[src/rtl/cpu_pkg.sv]
`default_nettype none
// ============================================================================
//  Module      : cpu_pkg
//  Description : Shared types and constants for the CPU fetch front end.
//  Revision    : 1.0  initial release
// ============================================================================
package cpu_pkg;

    // Fetch sequencer states
    typedef enum logic [2:0] {
        IDLE  = 3'd0,
        ISSUE = 3'd1,
        WAIT  = 3'd2,
        HOLD  = 3'd3,
        DROP  = 3'd4
    } fetch_state_t;

    // Size of one instruction in bytes; PC step between sequential fetches
    localparam int INSTR_BYTES = 4;

endpackage : cpu_pkg
`default_nettype wire

[src/rtl/fetch_stage_if.sv]
`default_nettype none
// ============================================================================
//  Module      : fetch_stage_if
//  Description : Instruction-memory request/response bundle between the
//                fetch stage (master) and the instruction memory (slave).
//  Revision    : 1.0  initial release
// ============================================================================
interface fetch_stage_if #(
    parameter int WIDTH = 32
);
    logic             imem_req;
    logic [WIDTH-1:0] imem_addr;
    logic             imem_rvalid;
    logic [WIDTH-1:0] imem_rdata;

    modport master (
        output imem_req,
        output imem_addr,
        input  imem_rvalid,
        input  imem_rdata
    );

    modport slave (
        input  imem_req,
        input  imem_addr,
        output imem_rvalid,
        output imem_rdata
    );
endinterface : fetch_stage_if
`default_nettype wire

[src/rtl/fetch_decode_reg.sv]
`default_nettype none
// ============================================================================
//  Module      : fetch_decode_reg
//  Description : IF/ID pipeline register. Per-cycle priority is
//                flush > stall > load > bubble.
//  Revision    : 1.0  initial release
// ============================================================================
module fetch_decode_reg #(
    parameter int WIDTH = 32
) (
    input  wire logic             clk,
    input  wire logic             reset,
    input  wire logic             i_flush,
    input  wire logic             i_stall,
    input  wire logic             i_load,
    input  wire logic [WIDTH-1:0] i_instr,
    input  wire logic [WIDTH-1:0] i_pc8,
    output logic      [WIDTH-1:0] o_instr,
    output logic      [WIDTH-1:0] o_pc8,
    output logic                  o_valid
);

    logic [WIDTH-1:0] r_instr;
    logic [WIDTH-1:0] r_pc8;
    logic             r_valid;

    // IF/ID contents: flush clears instruction/valid but keeps the PC field
    always_ff @(posedge clk or negedge reset) begin
        if (!reset) begin
            r_instr <= '0;
            r_pc8   <= '0;
            r_valid <= 1'b0;
        end else if (i_flush) begin
            r_instr <= '0;
            r_valid <= 1'b0;
        end else if (i_stall) begin
            r_instr <= r_instr;
            r_pc8   <= r_pc8;
            r_valid <= r_valid;
        end else if (i_load) begin
            r_instr <= i_instr;
            r_pc8   <= i_pc8;
            r_valid <= 1'b1;
        end else begin
            r_valid <= 1'b0;
        end
    end

    assign o_instr = r_instr;
    assign o_pc8   = r_pc8;
    assign o_valid = r_valid;

endmodule : fetch_decode_reg
`default_nettype wire

[src/rtl/fetch_stage.sv]
`default_nettype none
// ============================================================================
//  Module      : fetch_stage
//  Description : Instruction fetch stage. Owns PCF, issues one request at a
//                time to a variable-latency instruction memory, handles
//                redirects, parks a response in a skid register while Decode
//                is stalled, and feeds the IF/ID register.
//  Revision    : 1.0  initial release
// ============================================================================
module fetch_stage
    import cpu_pkg::*;
#(
    parameter int               WIDTH    = 32,
    parameter logic [WIDTH-1:0] RESET_PC = '0
) (
    input  wire logic             clk,
    input  wire logic             reset,
    input  wire logic             StallF,
    input  wire logic             StallD,
    input  wire logic             FlushD,
    input  wire logic             BranchTakenE,
    input  wire logic [WIDTH-1:0] ALUResultE,
    input  wire logic             PCSrcW,
    input  wire logic [WIDTH-1:0] ResultW,
    fetch_stage_if.master         imem,
    output logic      [WIDTH-1:0] InstructionD,
    output logic      [WIDTH-1:0] PCPlus8D,
    output logic                  ValidD,
    output logic                  FetchBusyF
);

    fetch_state_t     r_state;
    fetch_state_t     w_next_state;
    logic [WIDTH-1:0] r_pcf;
    logic [WIDTH-1:0] w_pcf_next;
    logic [WIDTH-1:0] r_skid_instr;
    logic [WIDTH-1:0] r_skid_pc8;

    logic             w_redir;
    logic [WIDTH-1:0] w_target;
    logic [WIDTH-1:0] w_pc4;
    logic [WIDTH-1:0] w_pc8;
    logic             w_req;
    logic             w_pc_adv;
    logic             w_skid_capture;
    logic             w_load;
    logic [WIDTH-1:0] w_load_instr;
    logic [WIDTH-1:0] w_load_pc8;

    // Execute redirect outranks Writeback redirect
    assign w_redir  = BranchTakenE | PCSrcW;
    assign w_target = BranchTakenE ? ALUResultE : ResultW;
    assign w_pc4    = r_pcf + WIDTH'(INSTR_BYTES);
    assign w_pc8    = r_pcf + WIDTH'(2 * INSTR_BYTES);

    // Next-state and control decode; a redirect racing a response discards it
    always_comb begin
        w_next_state   = r_state;
        w_req          = 1'b0;
        w_pc_adv       = 1'b0;
        w_skid_capture = 1'b0;
        w_load         = 1'b0;
        w_load_instr   = imem.imem_rdata;
        w_load_pc8     = w_pc8;
        case (r_state)
            IDLE: begin
                w_next_state = ISSUE;
            end
            ISSUE: begin
                if (!StallF && !w_redir) begin
                    w_req        = 1'b1;
                    w_next_state = WAIT;
                end
            end
            WAIT: begin
                if (w_redir) begin
                    w_next_state = imem.imem_rvalid ? ISSUE : DROP;
                end else if (imem.imem_rvalid) begin
                    w_pc_adv = 1'b1;
                    if (StallD) begin
                        w_skid_capture = 1'b1;
                        w_next_state   = HOLD;
                    end else begin
                        w_load       = 1'b1;
                        w_next_state = ISSUE;
                    end
                end
            end
            HOLD: begin
                if (w_redir) begin
                    w_next_state = ISSUE;
                end else if (!StallD) begin
                    w_load       = 1'b1;
                    w_load_instr = r_skid_instr;
                    w_load_pc8   = r_skid_pc8;
                    w_next_state = ISSUE;
                end
            end
            DROP: begin
                if (imem.imem_rvalid) begin
                    w_next_state = ISSUE;
                end
            end
            default: begin
                w_next_state = IDLE;
            end
        endcase
    end

    // PC update: redirect target beats sequential advance
    always_comb begin
        w_pcf_next = r_pcf;
        if (w_redir) begin
            w_pcf_next = w_target;
        end else if (w_pc_adv) begin
            w_pcf_next = w_pc4;
        end
    end

    // State and PC registers
    always_ff @(posedge clk or negedge reset) begin
        if (!reset) begin
            r_state <= IDLE;
            r_pcf   <= RESET_PC;
        end else begin
            r_state <= w_next_state;
            r_pcf   <= w_pcf_next;
        end
    end

    // Skid holds a response that arrived while Decode was stalled
    always_ff @(posedge clk or negedge reset) begin
        if (!reset) begin
            r_skid_instr <= '0;
            r_skid_pc8   <= '0;
        end else if (w_skid_capture) begin
            r_skid_instr <= imem.imem_rdata;
            r_skid_pc8   <= w_pc8;
        end
    end

    assign imem.imem_req  = w_req;
    assign imem.imem_addr = r_pcf;
    assign FetchBusyF     = (r_state == WAIT) || (r_state == DROP);

    fetch_decode_reg #(
        .WIDTH (WIDTH)
    ) u_ifid (
        .clk     (clk),
        .reset   (reset),
        .i_flush (FlushD),
        .i_stall (StallD),
        .i_load  (w_load),
        .i_instr (w_load_instr),
        .i_pc8   (w_load_pc8),
        .o_instr (InstructionD),
        .o_pc8   (PCPlus8D),
        .o_valid (ValidD)
    );

endmodule : fetch_stage
`default_nettype wire

[src/flat_wrapper.sv]
// flat-port wrapper written by rule: the top's interface ports become plain ports
module fetch_stage_flat import cpu_pkg::*;
#(
    parameter int               WIDTH    = 32,
    parameter logic [WIDTH-1:0] RESET_PC = '0
)
  (clk, reset, StallF, StallD, FlushD, BranchTakenE, ALUResultE, PCSrcW, ResultW, InstructionD, PCPlus8D, ValidD, FetchBusyF, imem_imem_req, imem_imem_addr, imem_imem_rvalid, imem_imem_rdata);
  fetch_stage_if #(.WIDTH(WIDTH)) imem_i ();
  input  wire logic clk;
  input  wire logic reset;
  input  wire logic StallF;
  input  wire logic StallD;
  input  wire logic FlushD;
  input  wire logic BranchTakenE;
  input  wire logic [WIDTH-1:0] ALUResultE;
  input  wire logic PCSrcW;
  input  wire logic [WIDTH-1:0] ResultW;
  output logic      [WIDTH-1:0] InstructionD;
  output logic      [WIDTH-1:0] PCPlus8D;
  output logic ValidD;
  output logic FetchBusyF;
  output wire logic [$bits(imem_i.imem_req)-1:0] imem_imem_req;
  output wire logic [$bits(imem_i.imem_addr)-1:0] imem_imem_addr;
  input wire logic [$bits(imem_i.imem_rvalid)-1:0] imem_imem_rvalid;
  input wire logic [$bits(imem_i.imem_rdata)-1:0] imem_imem_rdata;
  assign imem_imem_req = imem_i.imem_req;
  assign imem_imem_addr = imem_i.imem_addr;
  assign imem_i.imem_rvalid = imem_imem_rvalid;
  assign imem_i.imem_rdata = imem_imem_rdata;
  fetch_stage #(.WIDTH(WIDTH), .RESET_PC(RESET_PC)) u_core (.clk(clk), .reset(reset), .StallF(StallF), .StallD(StallD), .FlushD(FlushD), .BranchTakenE(BranchTakenE), .ALUResultE(ALUResultE), .PCSrcW(PCSrcW), .ResultW(ResultW), .imem(imem_i), .InstructionD(InstructionD), .PCPlus8D(PCPlus8D), .ValidD(ValidD), .FetchBusyF(FetchBusyF));
endmodule
[config.mk]
export PLATFORM = sky130hd
export DESIGN_NAME = fetch_stage_flat
export DESIGN_NICKNAME = d
export VERILOG_FILES = /design/src/rtl/cpu_pkg.sv /design/src/rtl/fetch_stage_if.sv /design/src/rtl/fetch_decode_reg.sv /design/src/rtl/fetch_stage.sv /design/src/flat_wrapper.sv
export SDC_FILE = /design/constraint.sdc
export NUM_CORES = 1
export LEC_CHECK = 0
export CAP_MARGIN = 5
export CORE_MARGIN = 10
export CORE_UTILIZATION = 35
export CTS_CLUSTER_SIZE = 24
export DETAILED_ROUTE_END_ITERATION = 12
export DONT_BUFFER_PORTS = 1
export MAX_ROUTING_LAYER = met4
export SLEW_MARGIN = 25
export SYNTH_ARGS = -nofsm -noshare
export SYNTH_HDL_FRONTEND = slang
export SYNTH_SLANG_ARGS = --single-unit
[constraint.sdc]
create_clock -name clk -period 2.2 [get_ports clk]
set_input_delay 0.55 -clock clk [delete_from_list [all_inputs] [get_ports clk]]
set_output_delay 0.55 -clock clk [all_outputs]
set_load 0.05 [all_outputs]
==> results of run 1 <==
==> placed cells by master (no fill, tap or decap), types with 13 or more instances in the layout <==
cell type,netlist,routed
buf_4,6,67
clkbuf_16,0,17
o22ai_1,15,15
mux2_2,37,37
o2bb2ai_1,32,32
nand2_1,76,76
a211oi_1,17,17
nor3_1,16,16
xnor2_1,20,20
xor2_1,20,20
nand3_1,29,28
a22oi_1,13,13
o21ai_1,17,17
a21oi_1,23,23
dfrtp_1,164,161
nor2_1,39,37
mux2i_1,41,41
o21ai_0,40,40
==> sequential cells by signal (all words and copies together), names as in the netlist <==
name	count
u_core.r_state	3
u_core.u_ifid.o_pc8	32
u_core.imem.imem_addr	32
u_core.r_skid_pc8	32
u_core.u_ifid.o_instr	32
u_core.u_ifid.o_valid	1
u_core.r_skid_instr	32
==> worst max-delay path, delay by kind of cell (launching register included) <==
family	cells	cell delay, ns
flip-flops	1	0.45
AND/OR/NAND/NOR	1	0.35
AO/OA/AOI/OAI	1	0.31
==> kinds of logic (layout without fill, tap and decap cells) <==
group | count (synthesis) | in the layout | share of synthesized area
simple gates | 226 | 226 | 0.147
compound gates | 190 | 190 | 0.157
flops | 164 | 164 | 0.509
mux | 79 | 79 | 0.104
buf+inv | 66 | 105 | 0.0359
xor+xnor | 40 | 40 | 0.0435
fa+ha+maj | 2 | 2 | 0.00311
other cells | 0 | 5 | 0
==> layer usage <==
layer,vias to the layer above,part of all wire
met3,28,0.076
li1,2867,-
met1,3013,0.45
met5,-,0
met2,243,0.46
met4,0,0.014
==> stage by stage <==
step	instance area (um^2)	total power, mW	cells
after floorplan	8060	4.21	767
after global placement	8710	4.51	1059
after detailed placement	8710	4.52	1059
after CTS	9320	7.64	1091
after global routing	9340	7.86	1096
final	9340	7.56	1096
==> worst paths after layout <==
kind                                                   start                                    end
max                            u_core.r_state[1]$_DFFE_PN0P_                             FetchBusyF
min                                                    reset  u_core.imem.imem_addr[31]$_DFFE_PN0P_
max reg2reg                    u_core.r_state[2]$_DFFE_PN0P_  u_core.imem.imem_addr[23]$_DFFE_PN0P_
max in group asynchronous                              reset   u_core.imem.imem_addr[4]$_DFFE_PN0P_
min in group clk                            imem_imem_rvalid          u_core.r_state[2]$_DFFE_PN0P_
min reg2reg                u_core.r_skid_pc8[13]$_DFFE_PN0P_      u_core.r_skid_pc8[13]$_DFFE_PN0P_
==> synthesized netlist by cell type, drive strengths merged, types with 2 or more instances <==
library cell / n
mux2i: 41
nand2b: 4
xor2: 20
a21oi: 23
a22oi: 13
buf: 24
mux2: 38
or3: 4
nor4: 7
nor3: 24
nand2: 76
nor2b: 7
nor2: 41
or2: 3
o311ai: 4
a211oi: 17
nand4: 12
a21o: 7
ha: 2
xnor2: 20
nand4b: 2
o22ai: 15
o21ai: 58
and3: 5
inv: 3
clkbuf: 38
nand3: 30
nor3b: 2
o2bb2ai: 32
and4: 3
o211ai: 10
a31oi: 2
dfrtp: 164
==> power by group through the flow <==
stage	clock network, mW	logic [mW]	registers [mW]
2_1_floorplan	0	0.474	3.73
3_3_place_gp	0	0.869	3.64
3_5_place_dp	0	0.877	3.65
4_1_cts	3.18	0.879	3.59
5_1_grt	3.30	0.953	3.61
6_report	3.10	0.880	3.58
==> area by class of cell <==
class                           count  area share
Inverter                            4     0.00161
Tap cell                          285      0.0382
Antenna cell                        5     0.00134
Clock inverter                     14      0.0182
Sequential cell                   164       0.440
Clock buffer                       18      0.0470
Multi-Input combinational cell    537       0.396
Timing Repair Buffer               69      0.0581
==> timing repair <==
action | 4_1_cts | 5_1_grt
endpoints found under the hold margin | 164 | 164
resized for setup | 1 | 1
setup endpoints to repair | 1 | 1
==> results.md, run 1 <==
- Status: finished with violations
- Failing checks: negative hold slack
- Share of cells above drive strength 1: 0.206
- Worst Tran Pin Value: 0.647 ns
- RSZ-0062 raised after global routing: no
- I/O Buffers: 0
- Hold slack final: -0.189 ns
- Clock skew: roughly 0.013 ns
- Maximum root-to-sink buffer count: 2
- EDFF count, synth: 0
- Die ar.: roughly 0.029 mm^2
- Final Cycle Share: 0.948
- Fmax: between 400 and 500 MHz
- Cell Area, Synth: between 0.008 and 0.009 mm^2
- H-tree levels: 4
- Gpl congestion: a little over 0.9
- Mapped Nets: about 870
- TritonCTS clock tree: done
- Root buffer cell: clkbuf_16
- Antenna violations before repair: 5
- Fin crit period: 2.09 ns
- Max Slew Vio Count: 0
- Crit path max-delay cell type: dfrtp_1
- Leakage power: 4.22 nW
- Flop pwr share: 0.474
- Combinational share of power: 0.116
- VDD IR max: slightly above 0.5 mV
- Aggregate routed wire length: 25300 um
- Place WS: roughly 0.14 ns
- R2r worst-path depth: 5
- Sequential cell area fraction in the yosys report: 0.509
- Num CTS Buffers: 17
- CP max FO: 7
- DRT Pass-1 Iters: 5
- Post-synth ARST share: 1.00
- Largest net degree at the start of global routing: about 170
- Die height: 172 um
- ANT nets after route: 0
- Startpoint Class: flop
- Final setup violation count: 0
- Synth-to-layout area growth: 16.0%
- Internal: between 5 and 6 mW
- Critical Path Sink Type: output pin
- Sequential cell area: about 0.004 mm^2
- Most used routing layer: met2
- Finished Core Util: 0.413
- Clock-pin transition on the worst setup and hold timing paths: 0.07 ns
- Multi-input gate area: 0.00370 mm^2
- GR Overflow Total: 0
- WP data arrival: 1.54 ns
- Final worst-path setup slack: around 0.11 ns
- Post-CTS setup buffer count: 0
- Max incr delay on CP: about 0.45 ns
- Area leader, netlist: dfrtp_1
- Setup TNS: 0 ns
- Nets@finish: approximately 900
- Critical path class: flop to output pin
- Post-synthesis cell count: approximately 770
- CP cell instances: nor2b_2 > o21ba_4
- Number of global-route vias before repair: between 5000 and 6000
- Post-DP HPWL: between 15000 and 20000 um
- GR Util All Layers: 0.176
- Top cells by area, synth: dfrtp_1 51%, mux2_2 5.2%, mux2i_1 5.1%
- Final hold violation count: roughly 160
- Yosys cell types: 65
- Syn_area_per_cell: roughly 11 um^2
- Yosys reg bits: approximately 160
- R2R Setup Slk: around 0.15 ns
- Fillcell total: 2135
- Clk pwr share: 0.410
- Switch share: 0.311
- Yosys top cell area share: 0.509
- M2 GR Usage: 0.249
- Rows: 55
- DR vias/cell: roughly 5.6
- Top_reg_cell synth: dfrtp_1
- YS warnings: 0
- First-pass GRT wire length: approximately 38000 um
- Remaining DRCs: 0
- DR vias: a little over 6000
- # Max-Cap Violations: 0
- Total clock sinks: 164
- Area of the core: roughly 0.023 mm^2
- Initial DRC count: roughly 550
- Io pins: between 200 and 250
- Req. time, crit path: ~1.7 ns
- Worst-Skew Late Latency: 0.43 ns
- Sw power: between 2 and 2.5 mW
- Routing usage on met1: 0.235
- DR WL/cell: about 23 um
- Initial core utilization: 0.356
- Die Wd: between 150 and 200 um
- Worst hold path class: input pin to async pin
- Slew headroom: 0.569
- Grt met3 use: 0.0532
- Pwr per Cell Area: 809 mW/mm^2
Note: power is estimated with default switching activity, not from simulation.
==> inputs of run 2 (changes only) <==
--- a/config.mk
+++ b/config.mk
@@ -6,12 +6,11 @@
 export NUM_CORES = 1
 export LEC_CHECK = 0
 export CAP_MARGIN = 5
-export CORE_MARGIN = 10
 export CORE_UTILIZATION = 35
 export CTS_CLUSTER_SIZE = 24
 export DETAILED_ROUTE_END_ITERATION = 12
-export DONT_BUFFER_PORTS = 1
 export MAX_ROUTING_LAYER = met4
+export RECOVER_POWER = 50
 export SLEW_MARGIN = 25
 export SYNTH_ARGS = -nofsm -noshare
 export SYNTH_HDL_FRONTEND = slang
==> run 2 against run 1 <==
The flow now finishes without violations. Worst hold slack gained 0.58 ns. Setup slack worse by 0.082 ns. Largest power group unchanged. Sequential cell count did not move. Total power up 4.4%. Die area fell by 20%. Highest routed layer unchanged. Critical path depth shrank 1. Largest cell class unchanged.
==> results.md, run 2 (same netlist as run 1, synthesis figures left out) <==
- Gpl congestion: about 0.94
- ANT nets after route: 0
- Root buffer cell: clkbuf_16
- R2r worst-path depth: 5
- Hold slack final: about 0.39 ns
- Initial DRC count: approximately 470
- TritonCTS clock tree: done
- Sequential cell area: 0.00411 mm^2
- First-pass GRT wire length: approximately 39000 um
- Final setup violation count: 0
- Final hold violation count: 0
- Total power: 7.89 mW
- Setup TNS: 0 ns
- Number of global-route vias before repair: 6720
- Slew headroom: 0.142
- Clock-pin transition on the worst setup and hold timing paths: around 0.07 ns
- GR Util All Layers: 0.220
- Post-placement cell count: about 1300
- CP cell instances: clkdlybuf4s50_1
- # Max-Cap Violations: 0
- Share of cells above drive strength 1: 0.198
- DR vias: 6900
- Nets@finish: roughly 1100
- Req. time, crit path: between 1.5 and 2 ns
- Crit path max-delay cell type: clkdlybuf4s50_1
- Multi-input gate area: 0.00370 mm^2
- Rows: 55
- Total clock sinks: approximately 160
- DR WL/cell: 18.6 um
- WP data arrival: 1.62 ns
- Leakage power: ~5.5 nW
- GR Overflow Total: 0
- Fin crit period: roughly 2.2 ns
- Remaining DRCs: 0
- Aggregate routed wire length: between 20000 and 25000 um
- VDD IR max: 0.492 mV
- Antenna violations before repair: 1
- Final Cycle Share: 0.985
- Worst hold path class: input pin to async pin
- Max incr delay on CP: around 0.81 ns
- Maximum root-to-sink buffer count: 2
- Die height: between 150 and 200 um
- Most frequent cells in the layout: 161 x dfrtp_1, 128 x clkdlybuf4s50_1, 77 x buf_4
- Hold_buf cts: 0
- DRT Pass-1 Iters: 5
- Post-DP HPWL: between 15000 and 20000 um
- Largest net degree at the start of global routing: between 50 and 60
- Critical Path Sink Type: output pin
- Commonest non-fill, non-tap cell in the layout: dfrtp_1
- Synth-to-layout area growth: 42.3%
- RR Endpoint: u_core.u_ifid.o_pc8[24]$_DFFE_PN0P_
- Fillcell total: between 2000 and 2500
- Fmax: ~460 MHz
- DR vias/cell: roughly 5.3
- Crit Reg-Reg Startpoint: u_core.imem.imem_addr[6]$_DFFE_PN0P_
- Max Slew Vio Count: 0
- Die Wd: 154 um
- Startpoint Class: flop
- CP Buf/Inv Count: 1
- CP delay by family, top: buffers and inverters
- Num CTS Buffers: 17
- Initial core utilization: 0.357
- Pwr per Cell Area: between 600 and 700 mW/mm^2
- R2R Setup Slk: 0.14 ns
- Critical path class: flop to output pin
- Clock skew: around 0.0095 ns
- CP max FO: 2
- I/O Buffers: between 200 and 250
- Io pins: a little over 200
- Final cell count without fillers: roughly 1300
- Status: finished clean
- Worst-Skew Late Latency: roughly 0.44 ns
- Area of the core: about 0.023 mm^2
- Worst Tran Pin Value: between 1 and 1.5 ns
- Die ar.: 0.0236 mm^2
- H-tree levels: 4
[run 2: cell types whose count changed in the layout (fill, tap and decap cells not counted), moves of 3 or more]
cell | before | now
clkdlybuf4s50_1 | 0 | 128
clkbuf_1 | 0 | 28
dlymetal6s2s_1 | 0 | 21
buf_12 | 2 | 16
clkbuf_2 | 0 | 12
buf_4 | 67 | 77
dlygate4sd2_1 | 0 | 6
diode_2 | 5 | 1
inv_8 | 2 | 5
[run 2: stage by stage]
| stage | area (um^2) | setup slack, ns | utilization |
|---|---|---|---|
| floorplan | 8060 | 0.0193 | - |
| global placement | 11000 | -0.274 | 0.486 |
| detailed placement | 11000 | -0.321 | 0.486 |
| CTS | 11600 | 0.0000298 | 0.513 |
| global route | 11500 | -0.00368 | 0.508 |
| finish | 11500 | 0.0331 | 0.508 |
[run 2: power breakdown]
part           switching, mW  total, mW  internal (mW)
sequential             0.148       3.32           3.17
clock                   1.39       3.04           1.65
combinational          0.973       1.53          0.561
[run 2: worst max path at each step]
| stage | to | slack, ns | depth (start not counted) | start |
|---|---|---|---|---|
| detailed placement | u_core.imem.imem_addr[28]$_DFFE_PN0P_ | -0.32 | 6 | imem_imem_rvalid |
| global route | InstructionD[8] | -0.004 | 1 | u_core.u_ifid.o_instr[8]$_DFFE_PN0P_ |
| floorplan | u_core.u_ifid.o_pc8[24]$_DFFE_PN0P_ | 0.02 | 6 | u_core.imem.imem_addr[5]$_DFFE_PN0P_ |
| finish | PCPlus8D[27] | 0.03 | 1 | u_core.u_ifid.o_pc8[27]$_DFFE_PN0P_ |
| global placement | u_core.imem.imem_addr[21]$_DFFE_PN0P_ | -0.27 | 7 | BranchTakenE |
| CTS | PCPlus8D[19] | 0.00003 | 1 | u_core.u_ifid.o_pc8[19]$_DFFE_PN0P_ |
[run 2: layout make-up]
class	count	share of cell area
antenna	1	0.000218
clock buffer	18	0.0383
clock inverter	14	0.0141
inverter	4	0.00131
multi-input combinational	537	0.323
sequential	164	0.358
tap	285	0.0311
timing repair buffer	291	0.234
[run 2: repair_timing]
action	in CTS	in global routing
endpoints found under the hold margin	0	0
pin swaps	1	0
buffers inserted	0	0
setup endpoints to repair	5	25
resized for setup	7	26
[run 2: layer usage]
| metal | track usage | vias up | routed length (um) |
|---|---|---|---|
| met4 | 0.0724 | 0 | 551 |
| met1 | 0.317 | 3327 | 11900 |
| met3 | 0.0347 | 34 | 1220 |
| li1 | - | 3296 | - |
| met5 | - | - | 0 |
| met2 | 0.314 | 243 | 10800 |
